<file path="config.mk">
export PLATFORM = sky130hd
export DESIGN_NAME = pool2d_engine
export DESIGN_NICKNAME = d
export VERILOG_FILES = /design/src/rtl/pool2d_engine.sv
export SDC_FILE = /design/constraint.sdc
export NUM_CORES = 2
export LEC_CHECK = 0
export CAP_MARGIN = 25
export CORE_ASPECT_RATIO = 1.25
export CORE_UTILIZATION = 27
export DETAILED_ROUTE_END_ITERATION = 8
export GPL_TIMING_DRIVEN = 0
export RECOVER_POWER = 100
export SLEW_MARGIN = 0
export SYNTH_ARGS = -nofsm -noshare
export SYNTH_HDL_FRONTEND = slang
export SYNTH_SLANG_ARGS = --single-unit
</file>
<file path="constraint.sdc">
create_clock -name clk -period 13.4 [get_ports clk]
set_input_delay 1.34 -clock clk [delete_from_list [all_inputs] [get_ports clk]]
set_output_delay 1.34 -clock clk [all_outputs]
set_load 0.05 [all_outputs]
</file>
<file path="src/rtl/pool2d_engine.sv">
// pool2d_engine
//   Multi-channel 2-D pooling engine. An activation buffer is filled through an
//   indexed write port while idle. A start pulse then scans every output window
//   (KERNEL_DIM x KERNEL_DIM, step STRIDE), either taking the signed maximum
//   (MODE 0) or the truncated average (MODE 1). Each window result is offered on
//   a valid/ready handshake.
//
//   Ports
//     clk, rst                 clock, synchronous active-high reset
//     in_write/in_data         buffer write strobe and data (idle only)
//     in_ch/in_y/in_x          buffer write address; out-of-range writes dropped
//     start                    begin a pass (honoured only when idle)
//     busy                     pass in progress
//     out_valid/out_ready      result handshake
//     out_data                 pooled value
//     out_ch/out_y/out_x       coordinates of the offered result
//     done                     one-cycle pulse after the last result is taken
module pool2d_engine #(
    parameter string NAME         = "POOL2D_DEFAULT_NAME",
    parameter int    NUM_CHANNELS = 1,
    parameter int    INPUT_DIM    = 5,
    parameter int    KERNEL_DIM   = 3,
    parameter int    STRIDE       = 1,
    parameter int    DATA_SIZE    = 64,
    parameter int    MODE         = 0,
    parameter int    OUTPUT_DIM   = (INPUT_DIM - KERNEL_DIM) / STRIDE + 1
) (
    input  logic                        clk,
    input  logic                        rst,
    input  logic                        in_write,
    input  logic signed [DATA_SIZE-1:0] in_data,
    input  logic [15:0]                 in_ch,
    input  logic [15:0]                 in_y,
    input  logic [15:0]                 in_x,
    input  logic                        start,
    output logic                        busy,
    output logic                        out_valid,
    input  logic                        out_ready,
    output logic signed [DATA_SIZE-1:0] out_data,
    output logic [15:0]                 out_ch,
    output logic [15:0]                 out_y,
    output logic [15:0]                 out_x,
    output logic                        done
);

    localparam int DEPTH = NUM_CHANNELS * INPUT_DIM * INPUT_DIM;
    localparam int AW    = (DEPTH > 1) ? $clog2(DEPTH) : 1;
    localparam int ACC_W = DATA_SIZE + 2 * $clog2(KERNEL_DIM) + 1;
    localparam int KK    = KERNEL_DIM * KERNEL_DIM;

    localparam logic signed [ACC_W-1:0] KK_S   = ACC_W'(KK);
    localparam logic [15:0]             K_LAST = 16'(KERNEL_DIM - 1);
    localparam logic [15:0]             O_LAST = 16'(OUTPUT_DIM - 1);
    localparam logic [15:0]             C_LAST = 16'(NUM_CHANNELS - 1);

    typedef enum logic [2:0] {
        S_IDLE,
        S_FETCH,
        S_DRAIN,
        S_EMIT,
        S_DONE
    } state_t;

    state_t state_q, state_d;

    logic [15:0] ch_q, ch_d, oy_q, oy_d, ox_q, ox_d;
    logic [15:0] ky_q, ky_d, kx_q, kx_d;

    logic signed [DATA_SIZE-1:0] mem_q [DEPTH];
    logic signed [DATA_SIZE-1:0] rd_data_q;
    logic                        rd_vld_q;
    logic                        rd_first_q;
    logic signed [ACC_W-1:0]     acc_q, acc_d;
    logic signed [DATA_SIZE-1:0] out_data_q;

    logic          wr_ok;
    logic [AW-1:0] wr_idx;
    logic [AW-1:0] rd_addr;

    // Fold one buffer element into the running window accumulator.
    function automatic logic signed [ACC_W-1:0] fold(
        input logic signed [ACC_W-1:0]     acc,
        input logic signed [DATA_SIZE-1:0] elem,
        input logic                        first
    );
        logic signed [ACC_W-1:0] ext;
        ext = ACC_W'(elem);
        if (first) begin
            return ext;
        end
        if (MODE == 0) begin
            return (ext > acc) ? ext : acc;
        end
        return acc + ext;
    endfunction

    // Turn the completed accumulator into the output word; signed division
    // truncates toward zero.
    function automatic logic signed [DATA_SIZE-1:0] finalize(
        input logic signed [ACC_W-1:0] acc
    );
        logic signed [ACC_W-1:0] quo;
        if (MODE == 0) begin
            return acc[DATA_SIZE-1:0];
        end
        quo = acc / KK_S;
        return quo[DATA_SIZE-1:0];
    endfunction

    assign wr_ok  = (32'(in_ch) < NUM_CHANNELS) && (32'(in_y) < INPUT_DIM) &&
                    (32'(in_x) < INPUT_DIM);
    assign wr_idx = AW'((32'(in_ch) * INPUT_DIM + 32'(in_y)) * INPUT_DIM + 32'(in_x));
    assign rd_addr = AW'((32'(ch_q) * INPUT_DIM + 32'(oy_q) * STRIDE + 32'(ky_q)) * INPUT_DIM
                         + 32'(ox_q) * STRIDE + 32'(kx_q));

    // Buffer write side: only while idle, so a pass always sees a frozen image.
    always_ff @(posedge clk) begin
        if (in_write && (state_q == S_IDLE) && wr_ok) begin
            mem_q[wr_idx] <= in_data;
        end
    end

    // Read stage: element returns one cycle after its address.
    always_ff @(posedge clk) begin
        rd_data_q <= mem_q[rd_addr];
        acc_q     <= acc_d;
    end

    always_comb begin
        acc_d = acc_q;
        if (rd_vld_q) begin
            acc_d = fold(acc_q, rd_data_q, rd_first_q);
        end
    end

    always_ff @(posedge clk) begin
        if (rst) begin
            state_q    <= S_IDLE;
            ch_q       <= '0;
            oy_q       <= '0;
            ox_q       <= '0;
            ky_q       <= '0;
            kx_q       <= '0;
            rd_vld_q   <= 1'b0;
            rd_first_q <= 1'b0;
            out_data_q <= '0;
        end else begin
            state_q    <= state_d;
            ch_q       <= ch_d;
            oy_q       <= oy_d;
            ox_q       <= ox_d;
            ky_q       <= ky_d;
            kx_q       <= kx_d;
            rd_vld_q   <= (state_q == S_FETCH);
            rd_first_q <= (state_q == S_FETCH) && (kx_q == '0) && (ky_q == '0);
            // DRAIN absorbs the final element, so acc_d is the finished window.
            if (state_q == S_DRAIN) begin
                out_data_q <= finalize(acc_d);
            end
        end
    end

    always_comb begin
        state_d = state_q;
        ch_d    = ch_q;
        oy_d    = oy_q;
        ox_d    = ox_q;
        ky_d    = ky_q;
        kx_d    = kx_q;
        unique case (state_q)
            S_IDLE: begin
                if (start) begin
                    state_d = S_FETCH;
                    ch_d    = '0;
                    oy_d    = '0;
                    ox_d    = '0;
                    ky_d    = '0;
                    kx_d    = '0;
                end
            end
            S_FETCH: begin
                if (kx_q == K_LAST) begin
                    kx_d = '0;
                    if (ky_q == K_LAST) begin
                        ky_d    = '0;
                        state_d = S_DRAIN;
                    end else begin
                        ky_d = ky_q + 16'd1;
                    end
                end else begin
                    kx_d = kx_q + 16'd1;
                end
            end
            S_DRAIN: begin
                state_d = S_EMIT;
            end
            S_EMIT: begin
                if (out_ready) begin
                    state_d = S_FETCH;
                    if (ox_q == O_LAST) begin
                        ox_d = '0;
                        if (oy_q == O_LAST) begin
                            oy_d = '0;
                            if (ch_q == C_LAST) begin
                                ch_d    = '0;
                                state_d = S_DONE;
                            end else begin
                                ch_d = ch_q + 16'd1;
                            end
                        end else begin
                            oy_d = oy_q + 16'd1;
                        end
                    end else begin
                        ox_d = ox_q + 16'd1;
                    end
                end
            end
            S_DONE: begin
                state_d = S_IDLE;
            end
            default: begin
                state_d = S_IDLE;
            end
        endcase
    end

    assign busy      = (state_q == S_FETCH) || (state_q == S_DRAIN) || (state_q == S_EMIT);
    assign out_valid = (state_q == S_EMIT);
    assign done      = (state_q == S_DONE);
    assign out_data  = out_data_q;
    assign out_ch    = ch_q;
    assign out_y     = oy_q;
    assign out_x     = ox_q;

endmodule
</file>
== Yosys cells after proc, flatten, opt, wreduce, memory -nomap -nowiden ==
Memories as Yosys holds them, arrays and structs flattened. A register that Yosys moved wholly into a read port is not among the register bits.
Index checks and enable logic that the tools add are counted.
Word-level totals
  output and inout bits: 115
  word-level logic and storage cells: 106
  bits in registers: 218
  memories: 1
  input port bits: 117
  RAM bits: 1600
Memories
  mem_q: words 25, width 64, read ports 1, clocked after Yosys merged registers in 1, write ports 1, RTL line 69  | logic signed [DATA_SIZE-1:0] mem_q [DEPTH];
Operators by class
  div/mod/pow operators: 1
  reduce and logical (&&, ||, !) cells: 20
  equal/unequal tests: 14
  $lt $le $gt $ge: 4
  multiplexer cells: 40
  multipliers: 4
  add/sub/neg operators: 12
Operator list (count)
  $mux 69: 5
  $mux 16: 13
  $pmux 16 s2: 5
  $add 16x1->16 const B: 5
  $add 69x64->69: 1
  $div 69x5->69 const B: 1
  $gt 64x69->1: 1
  $eq 16x2->1 const B: 4
  $mux 64: 1
  $logic_not 16->1: 3
  $add 19x16->20: 2
  $mul 16x3->19 const B: 2
  $lt 16x3->1 const B: 2
  $add 20x16->21: 1
  $mul 21x3->5 const B: 1
  $mux 3: 7
  $mul 20x3->5 const B: 1
  $lt 16x1->1 const B: 1
  $add 5x5->5: 3
  $pmux 3 s4: 1
  $mux 1: 8
  $reduce_and 4->1: 2
  $eq 3x2->1 const B: 2
  $logic_and 1x1->1: 6
  other kinds (10): 17

== Longest topological paths before layout ==
  depth after elaboration: 9
  mapped depth: 21
  gate-level depth less buffers: 18

== Worst setup path after synthesis ==
OpenSTA, ideal clock, no wires.
  path type: input-to-reg
  start point: in in_ch[1]
  end point: mem mem_q[24][0], enable pin
  path slack: 4.206 ns
  stages on the path: 15
  setup time: 0.565 ns
  data required time: 12.835 ns
  data arrival time: 8.629 ns
  cell sequence: ha_1 -> inv_1 -> fa_1 -> inv_1 -> ha_1 -> xor2_1 -> ha_1 -> inv_1 -> fa_1 -> inv_1 -> ha_1 -> a21oi_1 -> xnor2_1 -> xnor2_1 -> nor3_1
Between the ends
  longest elaborated chain between the ends: 6
  elaborated cells on any way between the ends: 10
Ends and longest elaborated chain
  from (decl): RTL line 32  | input logic [15:0] in_ch,
  parallel branches: the longest is 6 deep, another holds $add 19x16->20
  to (decl): RTL line 69
Several ways; the timed one is not identified.

== Final worst setup path ==
  start point: in in_ch[1]
  end point: mem mem_q[3][14], enable pin
Same word-level chain as after synthesis.

==> impl_metrics.csv <==
group,metric,value,unit
synth,synth-seq-cells,1878,
status,violations,"max-capacitance violations, max-slew violations",
cts,post_cts_resized,0,
critical_path,critPathRequiredTime,13790,ps
hold_path,hold_path_depth,2,
pwr,p_total,17.5,mW
run,cap_violations,66,
cts,clockBufferDepth,3,
synth,synth.avg_cell_area,18.4,sq um
synth,seq_area_frac_synth,0.729,
timing,period_needed,10280,ps
critical_path,crit_path_start_kind,"primary input",
drt,wirelength,201,mm
pwr,p_leak,27.6,nW
timing,hold_viol_final,0,
cts,post-cts-setup-buffer-count,0,
timing,finClkSkew,61.7,ps
pwr,p_int,11.9,mW
placed_design,io_buffers,230,
floorplanning,die_h,586,microns
pwr,pwr-share-comb,0.329,
critical_path,cp_max_fo,19,
floorplanning,coreArea,270000,sq um
critical_path,path_class,"primary input to flip-flop",
final_layout,drive_above_1_share,0.172,
cts,cts_made_buffers,181,
hold_path,hold_path_class,"flip-flop to flip-flop",
drt,ant_nets,0,
placed_design,gp_congestion,0.804,
final_layout,final_nets,4778,
global_routing,grt_pass1_vias,40700,
synth,syn_nets,4252,
pwr,power_density,201,nW/um^2
cts,cts-root-buf,"clkbuf_16",
cts,clk_latency,840,ps
floorplanning,die_area,275000,sq um
critical_path,crit_slowest_cell,"clkbuf_1",
final_layout,final_cells,8248,
global_routing,overflow,0,
timing,max_freq,0.0972,GHz
synth,synth_edf_count,1601,
drt,drtIter0Drc,3759,
global_routing,grt_max_degree,26,
pwr,clkPwrFrac,0.286,
placed_design,placed_area,82600,sq um
placed_design,dpl.cell_count,7895,
drt,vias,39700,
critical_path,max_stage_delay,1400,ps
timing,rsz0062_at_grt,"no",
final_layout,stdcell_area,87000,sq um
cts,h-tree-depth,4,
critical_path,reg2reg_depth,20,
drt,vias_per_cell,4.82,
global_routing,grt_usage,0.145,
status,status,"finished, violations left",
floorplanning,start_util,0.272,
critical_path,crit_chain,"dlygate4sd3_1, ha_1, inv_1, fa_1, inv_1, ha_1, xor2_1, ha_1, inv_1, fa_1, inv_1, ha_1, a21oi_1, xnor2_1, xnor2_1, nand3b_1, nor2_1, clkbuf_1, clkbuf_1, clkbuf_1",
timing,setup_viol,0,
timing,maxSlewHeadroom,-0.387,
floorplanning,rows,213,
floorplanning,ioPinCount,232,
cts,cts.sink_count,1878,
synth,synth_warnings,0,
cts,cts_hold_buf,0,
synth,syn_area,73600,sq um
pwr,ir_worst_vdd,0.000146,V
drt,wire_per_inst,24.4,microns
synth,syn_inst,4010,
floorplanning,die_x,469,microns
pwr,seqPwrFrac,0.386,
pwr,switching_share,0.319,
synth,yosys_most_used_dff,"edfxtp_1",
timing,min_period_over_period,0.767,
synth,ys_types,61,
synth,async_reset_ff_frac,0,
drt,drc,0,
placed_design,hpwl,140,mm
cts,clk_pin_slew_worst_paths,60,ps
final_layout,area.growth.synth_to_final,18.3,%
critical_path,arrival,10670,ps
cts,cts_tree,"yes",
global_routing,grt_pass1_wl,288,mm
drt,dr.pass1.iters,6,
global_routing,antenna_found_initial,46,
pwr,p_switching,5.58,mW
timing,worst_pin_slew,2070,ps
timing,drv_slew,1202,
critical_path,endpoint_kind,"flip-flop",
-- placed cells by master, fill, tap and decap left out, types with 25 or more instances in the layout --
master and count:
a21oi_1 119, a311oi_1 70, buf_2 45, clkbuf_1 256, clkbuf_16 185, clkdlybuf4s50_1 49
clkinv_1 26, clkinv_2 31, dfxtp_1 277, dlygate4sd3_1 181, edfxtp_1 1601, ha_1 111
inv_1 119, mux2i_1 64, mux4_2 448, nand2_1 188, nand3_1 103, nand4_1 39
nor2_1 252, nor4_1 25, o21ai_0 161, xnor2_1 42, xor2_1 28
-- cells in the mapped netlist, types with 8 or more instances --
master | n | share of area
mux2i_1 | 64 | 0.0087
or3_1 | 14 | 0.0012
dfxtp_1 | 277 | 0.075
nand3_1 | 103 | 0.0070
buf_1 | 31 | 0.0016
a21o_1 | 11 | 0.0011
nand2_1 | 188 | 0.0096
a311oi_1 | 70 | 0.0083
and4_1 | 10 | 0.0012
buf_2 | 47 | 0.0032
clkbuf_1 | 116 | 0.0059
nor3_1 | 20 | 0.0014
nor4_1 | 26 | 0.0022
ha_1 | 111 | 0.019
nor2_1 | 252 | 0.013
xnor2_1 | 42 | 0.0050
o21ai_0 | 141 | 0.0096
edfxtp_1 | 1601 | 0.65
a22oi_1 | 8 | 0.00082
nand4_1 | 39 | 0.0033
mux4_2 | 448 | 0.14
xor2_1 | 28 | 0.0033
inv_1 | 119 | 0.0061
fa_1 | 14 | 0.0038
a21oi_1 | 119 | 0.0081
o21ai_1 | 24 | 0.0016
-- per-stage QoR --
step,utilization,TNS (ps),worst slack [ps],hold slack (ps)
finish,0.322,0,3120,492
global route,0.322,0,2740,514
CTS,0.327,0,5630,490
detailed placement,0.306,0,5440,480
global placement,0.297,-70450,-1130,468
floorplan,-,0,4210,451
-- layer usage --
layer	vias to the layer above	track usage	routed length, microns	share of wire
met5	-	0	216	0.0011
met4	34	0.0482	6470	0.032
met3	342	0.0390	16300	0.081
met2	1430	0.255	103000	0.51
met1	20800	0.171	75800	0.38
li1	17100	-	-	-
-- worst max-delay path: cells and delay by family --
| kind | cells | cell delay, ps |
|---|---|---|
| buf+inv | 8 | 4680 |
| fa+ha+maj | 6 | 2200 |
| simple gates | 2 | 1300 |
| xor+xnor | 3 | 940 |
| compound gates | 1 | 170 |
-- cells by family after synthesis --
group,share of synthesized area
flip-flops,0.729
AND/OR/NAND/NOR,0.0425
multiplexers,0.146
AO/OA/AOI/OAI,0.0339
buffers and inverters,0.0181
adder cells (fa/ha/maj),0.0227
XOR/XNOR,0.00833
-- cell type report --
| class | instances | area [sq um] |
|---|---|---|
| clock inverters | 84 | 776 |
| clock buffers | 250 | 4980 |
| inverters | 119 | 447 |
| flip-flops and latches | 1878 | 53600 |
| plain buffers | 206 | 878 |
| repair buffers | 343 | 3220 |
| fillers | 26000 | 183000 |
| well taps | 3547 | 4440 |
| diodes | 14 | 35.0 |
| multi-input cells | 1807 | 18600 |
-- path summary, 6_finish.rpt --
| kind | from | to | slack (ps) |
|---|---|---|---|
| worst min register to register | rd_data_q[52] | acc_q[52] | 490 |
| worst max-delay path | in_ch[1] | mem_q[3][14] | 3120 |
| worst max register to register | out_ch[3] | rd_data_q[61] | 5140 |
| worst min-delay path | rd_data_q[52] | acc_q[52] | 490 |
-- power groups by stage --
| stage | clock, mW | sequential (mW) | combinational, mW |
|---|---|---|---|
| CTS | 5.09 | 6.77 | 5.92 |
| global route | 5.29 | 6.78 | 6.21 |
| detailed placement | 0 | 6.89 | 5.90 |
| global placement | 0 | 6.88 | 5.62 |
| floorplan | 0 | 6.96 | 3.68 |
| finish | 5.00 | 6.76 | 5.76 |
-- registers in the layout, summed over array words and instances, names as in the netlist --
signal and flops:
ky_q 16, out_ch 16, rd_data_q 64, state_q 3, out_data 64, rd_vld_q 1, mem_q 1600, acc_q 65
out_y 16, kx_q 16, out_x 16, rd_first_q 1
Note: power is estimated with default switching activity, not from simulation.
